--- src/rtl/uc_arbiter_pkg.sv ---
// uc_arbiter_pkg
// Shared types and constants for the unit-clause arbiter.
//   lit_t      : literal, MSB = polarity (1 = negated), low bits = var index
//   ST_*       : arbiter FSM state encodings (exposed on the debug port)
//   lit_var(), lit_neg() : field helpers for lit_t
package uc_arbiter_pkg;

  // Default number of tracked variables; index 0 is reserved as invalid.
  localparam int VAR_MAX_DEFAULT = 64;

  // One extra index bit so that indices >= VAR_MAX are representable and
  // can be detected and dropped.
  localparam int VIDX_W = $clog2(VAR_MAX_DEFAULT) + 1;
  localparam int LIT_W  = VIDX_W + 1;

  typedef logic [LIT_W-1:0] lit_t;

  // FSM state enumeration.
  typedef logic [1:0] state_t;
  localparam state_t ST_IDLE  = 2'd0;
  localparam state_t ST_CHECK = 2'd1;
  localparam state_t ST_BCAST = 2'd2;
  localparam state_t ST_CONFL = 2'd3;

  function automatic logic [VIDX_W-1:0] lit_var(input lit_t l);
    return l[VIDX_W-1:0];
  endfunction

  function automatic logic lit_neg(input lit_t l);
    return l[LIT_W-1];
  endfunction

endpackage

--- src/rtl/uc_arbiter_if.sv ---
// uc_arbiter_if
// Bundle of the queue-side signals between the arbiter and the per-PE queues.
//   UCQ_in_empty       : per-PE implication queue empty
//   UCQ_in2uarb_uc     : per-PE head literal of the implication queue
//   ucarb2UCQ_in_pop   : one-hot pop of the selected implication queue
//   UCQ_out_full       : per-PE broadcast queue full
//   ucarb2UCQ_out_push : push into every broadcast queue
//   ucarb2UCQ_out_uc   : broadcast literal
//
// Handshake: an implication queue offers a literal whenever its empty bit is
// low (empty acts as !valid); the literal is consumed on a rising edge where
// its pop bit is high. The broadcast queues accept when all full bits are low
// (full acts as !ready); a push is only raised in that case and the literal
// is consumed by every broadcast queue on that edge.
interface uc_arbiter_if #(parameter int NUM_PE = 4) ();
  import uc_arbiter_pkg::*;

  logic [NUM_PE-1:0]       UCQ_in_empty;
  lit_t [NUM_PE-1:0]       UCQ_in2uarb_uc;
  logic [NUM_PE-1:0]       ucarb2UCQ_in_pop;
  logic [NUM_PE-1:0]       UCQ_out_full;
  logic                    ucarb2UCQ_out_push;
  lit_t                    ucarb2UCQ_out_uc;

  // Arbiter side.
  modport master (
    input  UCQ_in_empty, UCQ_in2uarb_uc, UCQ_out_full,
    output ucarb2UCQ_in_pop, ucarb2UCQ_out_push, ucarb2UCQ_out_uc
  );

  // Queue side.
  modport slave (
    output UCQ_in_empty, UCQ_in2uarb_uc, UCQ_out_full,
    input  ucarb2UCQ_in_pop, ucarb2UCQ_out_push, ucarb2UCQ_out_uc
  );

endinterface

--- src/rtl/uc_arbiter_rr_arbiter.sv ---
// rr_arbiter
// Round-robin requester selection. The search starts at the PE after the
// last one served; the pointer only moves when advance_i is high.
//   clk, rst_n : clock, asynchronous active-low reset (pointer -> 0)
//   req_i      : request vector
//   advance_i  : commit the current grant and move the pointer past it
//   grant_o    : one-hot grant (all zero when no request)
module rr_arbiter #(
  parameter int N = 4
) (
  input  logic         clk,
  input  logic         rst_n,
  input  logic [N-1:0] req_i,
  input  logic         advance_i,
  output logic [N-1:0] grant_o
);

  localparam int PW = (N > 1) ? $clog2(N) : 1;

  logic [PW-1:0] ptr_q, ptr_d;
  logic [PW-1:0] gnt_idx;
  logic          found;

  // (base + off) modulo N, with off < N.
  function automatic logic [PW-1:0] wrap_add(input logic [PW-1:0] base, input int off);
    int s;
    s = int'(base) + off;
    if (s >= N) s = s - N;
    return s[PW-1:0];
  endfunction

  always_comb begin
    grant_o = '0;
    found   = 1'b0;
    gnt_idx = ptr_q;
    for (int i = 0; i < N; i++) begin
      if (!found && req_i[wrap_add(ptr_q, i)]) begin
        found   = 1'b1;
        gnt_idx = wrap_add(ptr_q, i);
      end
    end
    if (found) grant_o[gnt_idx] = 1'b1;
  end

  assign ptr_d = (advance_i && found) ? wrap_add(gnt_idx, 1) : ptr_q;

  always_ff @(posedge clk or negedge rst_n) begin
    if (!rst_n) ptr_q <= '0;
    else        ptr_q <= ptr_d;
  end

endmodule

--- src/rtl/uc_arbiter.sv ---
// uc_arbiter
// Collects implied literals from NUM_PE implication queues one at a time,
// checks them against a variable assignment table, and broadcasts new
// assignments to every PE. Implying a variable with both polarities sets a
// sticky conflict and parks the arbiter until clear or reset.
//   clk, rst_n  : clock, asynchronous active-low reset
//   clear       : synchronous wipe of table, conflict and held literal
//   bus         : queue-side handshake bundle (uc_arbiter_if.master)
//   conflict    : sticky conflict flag
//   idle        : FSM idle and all implication queues empty
//   dbg_state_o : current FSM state
module uc_arbiter #(
  parameter int NUM_PE  = 4,
  parameter int VAR_MAX = uc_arbiter_pkg::VAR_MAX_DEFAULT
) (
  input  logic         clk,
  input  logic         rst_n,
  input  logic         clear,
  uc_arbiter_if.master bus,
  output logic         conflict,
  output logic         idle,
  output logic [1:0]   dbg_state_o
);
  import uc_arbiter_pkg::*;

  // VAR_MAX must not exceed VAR_MAX_DEFAULT: lit_t is sized from the package.
  localparam int TIDX_W = (VAR_MAX > 1) ? $clog2(VAR_MAX) : 1;

  state_t             state_q, state_d;
  lit_t               lit_q, lit_d;
  logic [VAR_MAX-1:0] assigned_q, assigned_d;
  logic [VAR_MAX-1:0] value_q, value_d;
  logic               conflict_q, conflict_d;

  logic [NUM_PE-1:0]  req, grant;
  logic               do_pop, push_ok;
  lit_t               sel_lit;
  logic [VIDX_W-1:0]  vidx;
  logic [TIDX_W-1:0]  tidx;
  logic               in_range, pol;

  assign req = ~bus.UCQ_in_empty;

  // Pops are gated by rst_n so the pop bus reads zero while reset is held.
  assign do_pop = rst_n && !clear && (state_q == ST_IDLE) && !conflict_q && (|req);

  rr_arbiter #(.N(NUM_PE)) u_rr (
    .clk       (clk),
    .rst_n     (rst_n),
    .req_i     (req),
    .advance_i (do_pop),
    .grant_o   (grant)
  );

  always_comb begin
    sel_lit = '0;
    for (int i = 0; i < NUM_PE; i++) begin
      if (grant[i]) sel_lit = bus.UCQ_in2uarb_uc[i];
    end
  end

  assign vidx     = lit_var(lit_q);
  assign pol      = lit_neg(lit_q);
  assign tidx     = vidx[TIDX_W-1:0];
  assign in_range = (vidx != '0) && (32'(vidx) < VAR_MAX);
  assign push_ok  = (state_q == ST_BCAST) && !clear && !(|bus.UCQ_out_full);

  always_comb begin
    state_d    = state_q;
    lit_d      = lit_q;
    assigned_d = assigned_q;
    value_d    = value_q;
    conflict_d = conflict_q;
    case (state_q)
      ST_IDLE: begin
        if (do_pop) begin
          lit_d   = sel_lit;
          state_d = ST_CHECK;
        end
      end
      ST_CHECK: begin
        if (!in_range) begin
          state_d = ST_IDLE;
        end else if (!assigned_q[tidx]) begin
          assigned_d[tidx] = 1'b1;
          value_d[tidx]    = pol;
          state_d          = ST_BCAST;
        end else if (value_q[tidx] == pol) begin
          state_d = ST_IDLE;
        end else begin
          conflict_d = 1'b1;
          state_d    = ST_CONFL;
        end
      end
      ST_BCAST: begin
        // lit_q is left untouched here so the broadcast literal stays stable
        // while the output queues are full.
        if (push_ok) state_d = ST_IDLE;
      end
      ST_CONFL: state_d = ST_CONFL;
      default:  state_d = ST_IDLE;
    endcase
    if (clear) begin
      state_d    = ST_IDLE;
      lit_d      = '0;
      assigned_d = '0;
      value_d    = '0;
      conflict_d = 1'b0;
    end
  end

  always_ff @(posedge clk or negedge rst_n) begin
    if (!rst_n) begin
      state_q    <= ST_IDLE;
      lit_q      <= '0;
      assigned_q <= '0;
      value_q    <= '0;
      conflict_q <= 1'b0;
    end else begin
      state_q    <= state_d;
      lit_q      <= lit_d;
      assigned_q <= assigned_d;
      value_q    <= value_d;
      conflict_q <= conflict_d;
    end
  end

  assign bus.ucarb2UCQ_in_pop   = do_pop ? grant : '0;
  assign bus.ucarb2UCQ_out_push = push_ok;
  assign bus.ucarb2UCQ_out_uc   = lit_q;
  assign conflict               = conflict_q;
  assign idle                   = (state_q == ST_IDLE) && (&bus.UCQ_in_empty);
  assign dbg_state_o            = state_q;

endmodule

--- src/flat_wrapper.sv ---
// flat-port wrapper written by rule: the top's interface ports become plain ports
module uc_arbiter_flat import uc_arbiter_pkg::*;
#(
  parameter int NUM_PE  = 4,
  parameter int VAR_MAX = uc_arbiter_pkg::VAR_MAX_DEFAULT
)
  (clk, rst_n, clear, conflict, idle, dbg_state_o, bus_UCQ_in_empty, bus_UCQ_in2uarb_uc, bus_UCQ_out_full, bus_ucarb2UCQ_in_pop, bus_ucarb2UCQ_out_push, bus_ucarb2UCQ_out_uc);
  uc_arbiter_if #(.NUM_PE(NUM_PE)) bus_i ();
  input  logic clk;
  input  logic rst_n;
  input  logic clear;
  output logic conflict;
  output logic idle;
  output logic [1:0] dbg_state_o;
  input wire logic [$bits(bus_i.UCQ_in_empty)-1:0] bus_UCQ_in_empty;
  input wire logic [$bits(bus_i.UCQ_in2uarb_uc)-1:0] bus_UCQ_in2uarb_uc;
  input wire logic [$bits(bus_i.UCQ_out_full)-1:0] bus_UCQ_out_full;
  output wire logic [$bits(bus_i.ucarb2UCQ_in_pop)-1:0] bus_ucarb2UCQ_in_pop;
  output wire logic [$bits(bus_i.ucarb2UCQ_out_push)-1:0] bus_ucarb2UCQ_out_push;
  output wire logic [$bits(bus_i.ucarb2UCQ_out_uc)-1:0] bus_ucarb2UCQ_out_uc;
  assign bus_i.UCQ_in_empty = bus_UCQ_in_empty;
  assign bus_i.UCQ_in2uarb_uc = bus_UCQ_in2uarb_uc;
  assign bus_i.UCQ_out_full = bus_UCQ_out_full;
  assign bus_ucarb2UCQ_in_pop = bus_i.ucarb2UCQ_in_pop;
  assign bus_ucarb2UCQ_out_push = bus_i.ucarb2UCQ_out_push;
  assign bus_ucarb2UCQ_out_uc = bus_i.ucarb2UCQ_out_uc;
  uc_arbiter #(.NUM_PE(NUM_PE), .VAR_MAX(VAR_MAX)) u_core (.clk(clk), .rst_n(rst_n), .clear(clear), .bus(bus_i), .conflict(conflict), .idle(idle), .dbg_state_o(dbg_state_o));
endmodule
--- config.mk ---
export PLATFORM = sky130hd
export DESIGN_NAME = uc_arbiter_flat
export DESIGN_NICKNAME = d
export VERILOG_FILES = /design/src/rtl/uc_arbiter_pkg.sv /design/src/rtl/uc_arbiter_if.sv /design/src/rtl/uc_arbiter_rr_arbiter.sv /design/src/rtl/uc_arbiter.sv /design/src/flat_wrapper.sv
export SDC_FILE = /design/constraint.sdc
export NUM_CORES = 1
export LEC_CHECK = 0
export ABC_CLOCK_PERIOD_IN_PS = 4800
export CELL_PAD_IN_SITES_DETAIL_PLACEMENT = 2
export CELL_PAD_IN_SITES_GLOBAL_PLACEMENT = 2
export CORE_ASPECT_RATIO = 0.75
export CORE_MARGIN = 2
export CORE_UTILIZATION = 41
export DETAILED_ROUTE_END_ITERATION = 16
export GPL_ROUTABILITY_DRIVEN = 0
export GPL_TIMING_DRIVEN = 0
export PLACE_DENSITY = 0.88
export SLEW_MARGIN = 20
export SYNTH_ARGS = -nofsm -noshare
export SYNTH_HDL_FRONTEND = slang
export SYNTH_HIERARCHICAL = 1
export SYNTH_SLANG_ARGS = --single-unit
--- constraint.sdc ---
create_clock -name clk -period 4.8 [get_ports clk]
set_input_delay 0.96 -clock clk [delete_from_list [all_inputs] [get_ports clk]]
set_output_delay 0.96 -clock clk [all_outputs]
set_load 0.02 [all_outputs]
Yosys cells after proc, flatten, opt, wreduce, memory -nomap -nowiden
Index checks and enable logic that the tools add are counted.
- flip-flop bits (word level): 141
- $lt $le $gt $ge: 14
- mux-type cells: 59
- reduce and logical (&&, ||, !) cells: 34
- equal/unequal tests: 8
- bitwise gates (word level): 2
- add/sub/neg operators: 9
- operators by type and width (operator ; number):
    $mux 64 ; 8
    $bwmux 64 ; 1
    $or 64x64->64 ; 1
    $mux 8 ; 7
    $mux 2 ; 15
    $mux 1 ; 17
    $lt 2x3->1 const B ; 5
    $logic_and 1x1->1 ; 14
    $bmux 1 s6 ; 2
    $ge 3x3->1 const B ; 4
    $reduce_bool 2->1 ; 5
    $sub 2x1->2 const B ; 5
    $bmux 1 s2 ; 4
    $mux 4 ; 2
    $pmux 2 s4 ; 1
    $reduce_and 4->1 ; 2
    $reduce_or 4->1 ; 2
    $lt 6x7->1 const B ; 1
    $lt 7x7->1 const B ; 1
    $reduce_bool 7->1 ; 1
    $add 2x1->3 const B ; 2
    $add 2x2->3 const B ; 2
    $demux 1 s6 ; 1
    $ge 6x1->1 const B ; 1
    14 further kinds ; 22

Logic depth before layout (Yosys ltp)
Gate-level depths: netlist of the first run.
- word-level depth: 26
- mapped depth: 16

Hierarchy
Netlist of the first run, hierarchy kept.
- modules (own cells, without submodules) (module ; cells each ; times used ; area an instance (um2) ; sequential area each (um2)):
    uc_arbiter ; 767 ; 1 ; 7556.0 ; 3478.3
    rr_arbiter ; 35 ; 1 ; 329.1 ; 50.0

Worst setup path after synthesis of the first run
OpenSTA, ideal clock, no wires.
- kind: in2out
- start point: input port bus_UCQ_in_empty[0]
- end point: output port bus_ucarb2UCQ_in_pop[2]
- buffers on the path: 2
- stages on the path: 9
- data arrival time: 2.680 ns
- data required time: 3.840 ns
- slack: 1.160 ns
- cells stage by stage: inv_1 nor2b_1 a21oi_1 o211ai_1 ha_1 and2b_1 clkbuf_1 clkbuf_1 and2_1
- cells in the longest elaborated chain, start to end: 19
- elaborated cells between the ends (all ways): 32
- classes of those cells: 2 x order compare; 20 x mux; 1 x bitwise; 9 x reduce/logical
- ends and longest elaborated chain (item ; line ; RTL):
    start: declaration ; flat_wrapper.sv:15 ; input wire logic [$bits(bus_i.UCQ_in_empty)-1:0] bus_UCQ_in_empty;
    $not 4->4 * ; uc_arbiter.sv:42 ; assign req = ~bus.UCQ_in_empty;
    $bmux 1 s2 ; uc_arbiter_rr_arbiter.sv:37 ; if (!found && req_i[wrap_add(ptr_q, i)]) begin
    $mux 1 (not written as such) ; uc_arbiter_rr_arbiter.sv:37 ;
    $mux 1 ; uc_arbiter_rr_arbiter.sv:37 ;
    $logic_not 1->1 ; uc_arbiter_rr_arbiter.sv:37 ;
    $logic_and 1x1->1 ; uc_arbiter_rr_arbiter.sv:37 ;
    $mux 1 ; uc_arbiter_rr_arbiter.sv:37 ;
    $logic_not 1->1 ; uc_arbiter_rr_arbiter.sv:37 ;
    [4 not listed] ; n/a ;
    $mux 2 ; uc_arbiter_rr_arbiter.sv:37 ;
    $lt 2x3->1 (not written as such) / $ge 2x1->1 (equally long branches) ; uc_arbiter_rr_arbiter.sv:42 ; if (found) grant_o[gnt_idx] = 1'b1;
    $logic_and 1x1->1 (not written as such) ; uc_arbiter_rr_arbiter.sv:42 ;
    $mux 1 (not written as such) ; uc_arbiter_rr_arbiter.sv:42 ;
    $demux 1 s2 ; uc_arbiter_rr_arbiter.sv:42 ;
    $mux 4 * ; uc_arbiter_rr_arbiter.sv:42 ;
    named net u_core.grant[2] ; uc_arbiter.sv:35 ; logic [NUM_PE-1:0] req, grant;
    $mux 4 * ; uc_arbiter.sv:128 ; assign bus.ucarb2UCQ_in_pop = do_pop ? grant : '0;
    end: declaration ; flat_wrapper.sv:18 ; output wire logic [$bits(bus_i.ucarb2UCQ_in_pop)-1:0] bus_ucarb2UCQ_in_pop;
The timed path passes the listed nets; every way through them passes the cells marked *. The select of a mux whose other input is x is not followed.

Worst setup path in the final report of the first run
- start point: input port bus_UCQ_in_empty[1]
- end point: output port bus_ucarb2UCQ_in_pop[1]
- cells in the longest elaborated chain, start to end: 19
- elaborated cells between the ends (all ways): 32
- classes of those cells: 2 x order compare; 20 x mux; 1 x bitwise; 9 x reduce/logical
- ends and longest elaborated chain (item ; line):
    $not 4->4 * ; uc_arbiter.sv:42
    named net u_core.req[1] ; uc_arbiter.sv:35
    $bmux 1 s2 ; uc_arbiter_rr_arbiter.sv:37
    $mux 1 (not written as such) ; uc_arbiter_rr_arbiter.sv:37
    $mux 1 ; uc_arbiter_rr_arbiter.sv:37
    $logic_not 1->1 ; uc_arbiter_rr_arbiter.sv:37
    $logic_and 1x1->1 ; uc_arbiter_rr_arbiter.sv:37
    $mux 1 ; uc_arbiter_rr_arbiter.sv:37
    [5 not listed] ; n/a
    $mux 2 ; uc_arbiter_rr_arbiter.sv:37
    $lt 2x3->1 (not written as such) / $ge 2x1->1 (equally long branches) ; uc_arbiter_rr_arbiter.sv:42
    $logic_and 1x1->1 (not written as such) ; uc_arbiter_rr_arbiter.sv:42
    $mux 1 (not written as such) ; uc_arbiter_rr_arbiter.sv:42
    $demux 1 s2 ; uc_arbiter_rr_arbiter.sv:42
    $mux 4 * ; uc_arbiter_rr_arbiter.sv:42
    named net u_core.grant[1] ; uc_arbiter.sv:35
    $mux 4 * ; uc_arbiter.sv:128
Marks and branches as above.

==> reports/summary.txt, run 1 <==
Fmax = 218 MHz
Core area = 0.0187 sq mm
H-Tree Depth = 4
First-pass GRT wire length = 51.9 mm
CP cell instances = clkdlybuf4s50_1 -> inv_1 -> buf_6 -> a21oi_1 -> o22a_1 -> o22ai_1 -> ha_1 -> and2b_1 -> and2_1 -> clkdlybuf4s50_1
Crit path max fanout = 10
Root buffer cell = clkbuf_16
Commonest non-fill, non-tap cell in the layout = dfrtp_1
Leak pwr = 0.00426 uW
Syn nets = 849
Worst path max stage delay = 600 ps
DP Cell Count = 1108
FP Rows = 43
Post-synth EDFFs = 0
Post-synthesis register bit count = 141
Sequential-to-total area share from yosys stat = 0.447
Reg2Reg Setup Slack = 740 ps
Power Density = 413 mW/mm^2
Die Wd = 164 um
Grt total ovfl = 0
Period minus WS final = 4590 ps
Post-route ant nets = 0
Final wirelength = 34.2 mm
DIE AREA = 0.0204 sq mm
CP dominant cell by count = clkdlybuf4s50_1
Vias in the first global route = 8155
Register area = 0.00353 sq mm
Final setup margin = 209 ps
Vias per std cell = 6.43
Most frequent cells in the layout = 141 x dfrtp_1, 84 x a21oi_1, 81 x mux2i_1
Max IR drop VDD = 0.193 mV
Drt wl/cell = 30.1 um
Critical-path cell with the highest stage delay = clkdlybuf4s50_1
R2R depth = 10
CTS tree = built
Port bufs = 58
Area contributors post-synth = dfrtp_1 45%, mux2i_1 10%, a21oi_1 5.3%, nand2b_1 5.2%, nand4_1 4.3%
Clock skew = 15.8 ps
Worst Path Required = 3840 ps
Starting Density = 0.422
Critical path endpoint category = output pin
Setup bufs post-CTS = 0
Syn_area_per_cell = 9.83 sq um
Post-synth ARST share = 1.00
Kind of cell adding the most delay to the critical path = buffers and inverters
Final setup viols = 0
Max-slew violations = 0
Worst skew pair latency = 440 ps
Worst Max-Slew Pin Slew = 1290 ps
Share of cells above drive strength 1 = 0.110
Initial drt markers = 747
Post-Synthesis Cells = 802
Clock-pin slew on the worst setup and hold paths = 70 ps
Final-layout fill cell count = 1897
Initial antenna violation count = 0
RR Endpoint = u_core/assigned_q[56]$_DFFE_PN0P_
Fin cells = 1136
Worst path arrival time = 3630 ps
Worst min path class = in2async
Warnings from Yosys = 6
Largest net degree at the start of global routing = 98
Setup WS pre-CTS = -405 ps
Initial DRT Pass Iterations = 5
Post-DP HPWL = 23.0 mm
Post-synth cell types = 64
DR vias = 7301
CTS Buf Count = 17
RSZ-0062 raised after global routing = no
Clock sink count = 141
Critical Path Source Type = input pin
Multi-input logic area = 0.00378 sq mm
Outcome = finished clean
Synth area leader = dfrtp_1
RR Startpoint = u_core/bus.ucarb2UCQ_out_uc[1]$_DFFE_PN0P_
Residual DRC = 0
Worst Setup Path Type = in2out
Final Hold Fails = 0
WP buf/inv = 4
Area growth syn-to-layout = 20.0%
Most common flop cell mapped by yosys = dfrtp_1
Fin util = 0.507
Final net count = 923
Period utilization = 0.956
Die span in y = 124 um
Max Cap Viol = 0
Synth Cell Area = 0.00789 sq mm
GRT Util Overall = 0.353
IO Pins = 60
Top cell type's share of synthesized area = 0.447
Slew margin rel. = 0.138
Clock buffer depth = 2
[synthesized netlist by cell type, drive strengths merged (2+ instances only)]
cell and instances:
inv 70, a21oi 84, dfrtp 141, o21a 2, a222oi 2, o211ai 12
a31oi 2, ha 4, a221oi 10, and2b 5, clkbuf 43, o221ai 3
nand4 64, buf 27, nor3b 4, and4 3, and3b 3, mux2 12
a22oi 15, and2 8, nand3b 12, nor3 4, nand3 2, o22a 2
mux2i 81, nor4 3, o2bb2ai 2, nand2b 65, nor2 33, nand2 19
o22ai 7, a221o 12, and3 4, mux4 2, o21ai 11, nor2b 13
[final cells by class]
type	count	share of cell area
multi-input combinational	520	0.400
inverter	71	0.0282
clock buffer	20	0.0483
buffer	66	0.0353
timing repair buffer	59	0.0651
clock inverter	11	0.0176
sequential	141	0.373
tap	247	0.0327
antenna	1	0.000265
[how the worst max path moves through the flow]
stage | startpoint | cells after the start | end
2_1_floorplan | bus_UCQ_in_empty[0] | 9 | bus_ucarb2UCQ_in_pop[2]
3_3_place_gp | rst_n | 6 | bus_ucarb2UCQ_in_pop[0]
3_5_place_dp | bus_UCQ_in_empty[0] | 11 | bus_ucarb2UCQ_in_pop[2]
4_1_cts | bus_UCQ_in_empty[1] | 11 | bus_ucarb2UCQ_in_pop[1]
5_1_grt | rst_n | 7 | bus_ucarb2UCQ_in_pop[0]
6_report | bus_UCQ_in_empty[1] | 10 | bus_ucarb2UCQ_in_pop[1]
[flip-flops by register name, indices dropped and copies added (netlist names)]
name                         count
u_core/dbg_state_o               2
u_core/bus.ucarb2UCQ_out_uc      8
u_core/value_q                  64
u_core/conflict                  1
u_core/assigned_q               64
u_core/u_rr/ptr_q                2
[power breakdown]
part	internal (uW)	switching [uW]
sequential	1220	41.7
combinational	355	845
clock	893	551
[what timing repair did]
item,CTS,global route
endpoints found under the setup margin,2,4
hold buffers,0,0
gates resized for setup,6,2
[layer usage]
metal / routed length, um / GRT usage
met2: 16100 / 0.573
met4: 903 / 0.125
met3: 2630 / 0.0783
met1: 14600 / 0.466
met5: 0 / 0
[stage by stage]
stage	power, uW	hold WS [ps]	setup TNS (ps)	instance area, sq um
floorplan	1920	460	0	7890
global placement	2350	486	-461750	8770
detailed placement	2410	503	-793	8830
CTS	3880	422	0	9460
global route	4010	434	0	9460
finish	3900	416	0	9460
[logic make-up after synthesis]
kind of cell,share of synthesized area
and+or+nand+nor,0.192
AOI/OAI and AO/OA,0.149
DFF,0.447
adders and majority gates,0.00635
muxes,0.126
xor gates and xnor gates,0.00111
buffers and inverters,0.0776
Note: power is estimated with default switching activity, not from simulation.
==> run 2: changes to the inputs <==
--- a/config.mk
+++ b/config.mk
@@ -5,16 +5,18 @@
 export SDC_FILE = /design/constraint.sdc
 export NUM_CORES = 1
 export LEC_CHECK = 0
-export ABC_CLOCK_PERIOD_IN_PS = 4800
+export ABC_CLOCK_PERIOD_IN_PS = 4970
+export CAP_MARGIN = 25
 export CELL_PAD_IN_SITES_DETAIL_PLACEMENT = 2
 export CELL_PAD_IN_SITES_GLOBAL_PLACEMENT = 2
 export CORE_ASPECT_RATIO = 0.75
 export CORE_MARGIN = 2
-export CORE_UTILIZATION = 41
+export CORE_UTILIZATION = 38
 export DETAILED_ROUTE_END_ITERATION = 16
 export GPL_ROUTABILITY_DRIVEN = 0
 export GPL_TIMING_DRIVEN = 0
-export PLACE_DENSITY = 0.88
+export MAX_ROUTING_LAYER = met4
+export PLACE_DENSITY = 0.82
 export SLEW_MARGIN = 20
 export SYNTH_ARGS = -nofsm -noshare
 export SYNTH_HDL_FRONTEND = slang
==> constraint.sdc (replaced) <==
create_clock -name clk -period 4.97 [get_ports clk]
set_input_delay 0.994 -clock clk [delete_from_list [all_inputs] [get_ports clk]]
set_output_delay 0.994 -clock clk [all_outputs]
set_load 0.02 [all_outputs]
==> run 2 against run 1 <==
Clock skew decreased by 3.8 ps. Global-route usage decreased by 3.5 points. Design area increased by 0.13%. Sequential cell count unchanged. Routed wire length decreased by 6.5%. Total power decreased by 4.7%. Critical path type unchanged.
==> reports/summary.txt, run 2 (synthesized netlist as in run 1, its figures left out) <==
Worst setup startpoint = bus_UCQ_in_empty[3]
WP buf/inv = 4
Setup bufs post-CTS = 0
Critical Path Source Type = input pin
Post-DP HPWL = 22.4 mm
Design area = 0.00947 sq mm
Starting Density = 0.389
Worst Max-Slew Pin Slew = 1160 ps
Placed Area = 0.00885 sq mm
Slew margin rel. = 0.225
IO Pins = 60
Critical path endpoint category = output pin
Worst path arrival time = 3780 ps
DP Cell Count = 1121
Final setup viols = 0
Clock-pin slew on the worst setup and hold paths = 60 ps
Area growth syn-to-layout = 20.1%
DR vias = 7069
Post-route ant nets = 0
Vias in the first global route = 7818
Root buffer cell = clkbuf_16
Sum Neg Setup Slack = 0 ps
Final-layout fill cell count = 2128
Outcome = finished clean
Clock sink count = 141
Period utilization = 0.960
RSZ-0062 raised after global routing = no
Max IR drop VDD = 0.188 mV
DIE AREA = 0.0219 sq mm
CP dominant cell by count = clkdlybuf4s50_1
Final Hold Fails = 0
Die Wd = 170 um
Clock buffer depth = 2
Grt total ovfl = 0
R2R depth = 11
Max Cap Viol = 0
Worst path max stage delay = 600 ps
Worst skew pair latency = 440 ps
First-pass GRT wire length = 49.5 mm
Final wirelength = 32.0 mm
GRT Util Overall = 0.318
Die span in y = 129 um
RR Startpoint = u_core/bus.ucarb2UCQ_out_uc[2]$_DFFE_PN0P_
Initial drt markers = 560
CTS tree = built
Overall Power = 3720 uW
H-Tree Depth = 4
Max-slew violations = 0
Fmax = 210 MHz
Port bufs = 58
Residual DRC = 0
FP Rows = 45
Worst min path class = in2async
CP cell instances = clkdlybuf4s50_1 -> inv_1 -> nor2b_2 -> a21oi_1 -> o211ai_1 -> ha_1 -> and2b_2 -> clkbuf_2 -> and2_1 -> clkdlybuf4s50_1
Vias per std cell = 6.15
Initial antenna violation count = 2
Core area = 0.0203 sq mm
Crit path max fanout = 10
Levels on crit path = 10
Period minus WS final = 4770 ps
Largest net degree at the start of global routing = 81
Power Density = 393 mW/mm^2
Initial DRT Pass Iterations = 6
Worst Setup Path Type = in2out
CTS Buf Count = 17
Critical-path cell with the highest stage delay = clkdlybuf4s50_1
Worst Path Required = 3980 ps
Most frequent cells in the layout = 141 x dfrtp_1, 84 x a21oi_1, 81 x mux2i_1
Fin cells = 1150
Share of cells above drive strength 1 = 0.111
Commonest non-fill, non-tap cell in the layout = dfrtp_1
Drt wl/cell = 27.8 um
Leak pwr = 0.00425 uW
Final net count = 927
Clock skew = 12.1 ps
Kind of cell adding the most delay to the critical path = buffers and inverters
run 2: worst paths after layout:
kind / slack, ps / end
setup / recovery: 200 / bus_ucarb2UCQ_in_pop[2]
max in group asynchronous: 3680 / u_core/value_q[18]$_DFFE_PN0P_
hold / removal: 490 / u_core/u_rr/ptr_q[1]$_DFFE_PN0P_
hold reg to reg: 520 / u_core/assigned_q[0]$_DFFE_PN0P_
setup reg to reg: 950 / u_core/value_q[56]$_DFFE_PN0P_
min in group clk: 520 / u_core/assigned_q[0]$_DFFE_PN0P_
run 2: repair_timing:
item	4_1_cts	5_1_grt
gates resized for setup	3	4
hold buffers	0	0
setup endpoints to repair	2	4
pin swaps	0	0
run 2: layer usage:
layer,vias to the layer above,GRT usage,part of all wire
met5,-,-,0
met4,0,0.115,0.025
met3,69,0.0671,0.061
met2,217,0.479,0.46
met1,3760,0.424,0.46
li1,3023,-,-
run 2: worst register-to-register path, delay by kind of cell (launching register included):
| family | cells | cell delay, ps |
|---|---|---|
| AND/OR/NAND/NOR | 5 | 1410 |
| flip-flops | 1 | 360 |
| buffers and inverters | 5 | 1820 |
| multiplexers | 1 | 320 |
run 2: per-stage QoR:
stage	setup WS [ps]	util	hold WS (ps)
4_1_cts	34.6	0.467	498
3_3_place_gp	-4640	0.434	487
5_1_grt	6.72	0.467	516
3_5_place_dp	-345	0.437	496
2_1_floorplan	1260	-	460
6_report	200	0.467	487
run 2: layout make-up:
class                           count  area (sq um)  area share
Inverter                           71           267      0.0281
Tap cell                          258           323      0.0341
Buffer                             67           335      0.0354
Timing Repair Buffer               62           633      0.0668
Antenna cell                        1          2.50    0.000264
Sequential cell                   141          3530       0.373
Multi-Input combinational cell    520          3770       0.398
Clock buffer                       19           443      0.0468
Clock inverter                     11           168      0.0177
run 2: report_power, final:
group	switching [uW]	internal, uW	leakage, uW
Clock	525	846	0.000295
Combinational	788	346	0.00200
Sequential	37.8	1180	0.00196
Total	1350	2370	0.00425
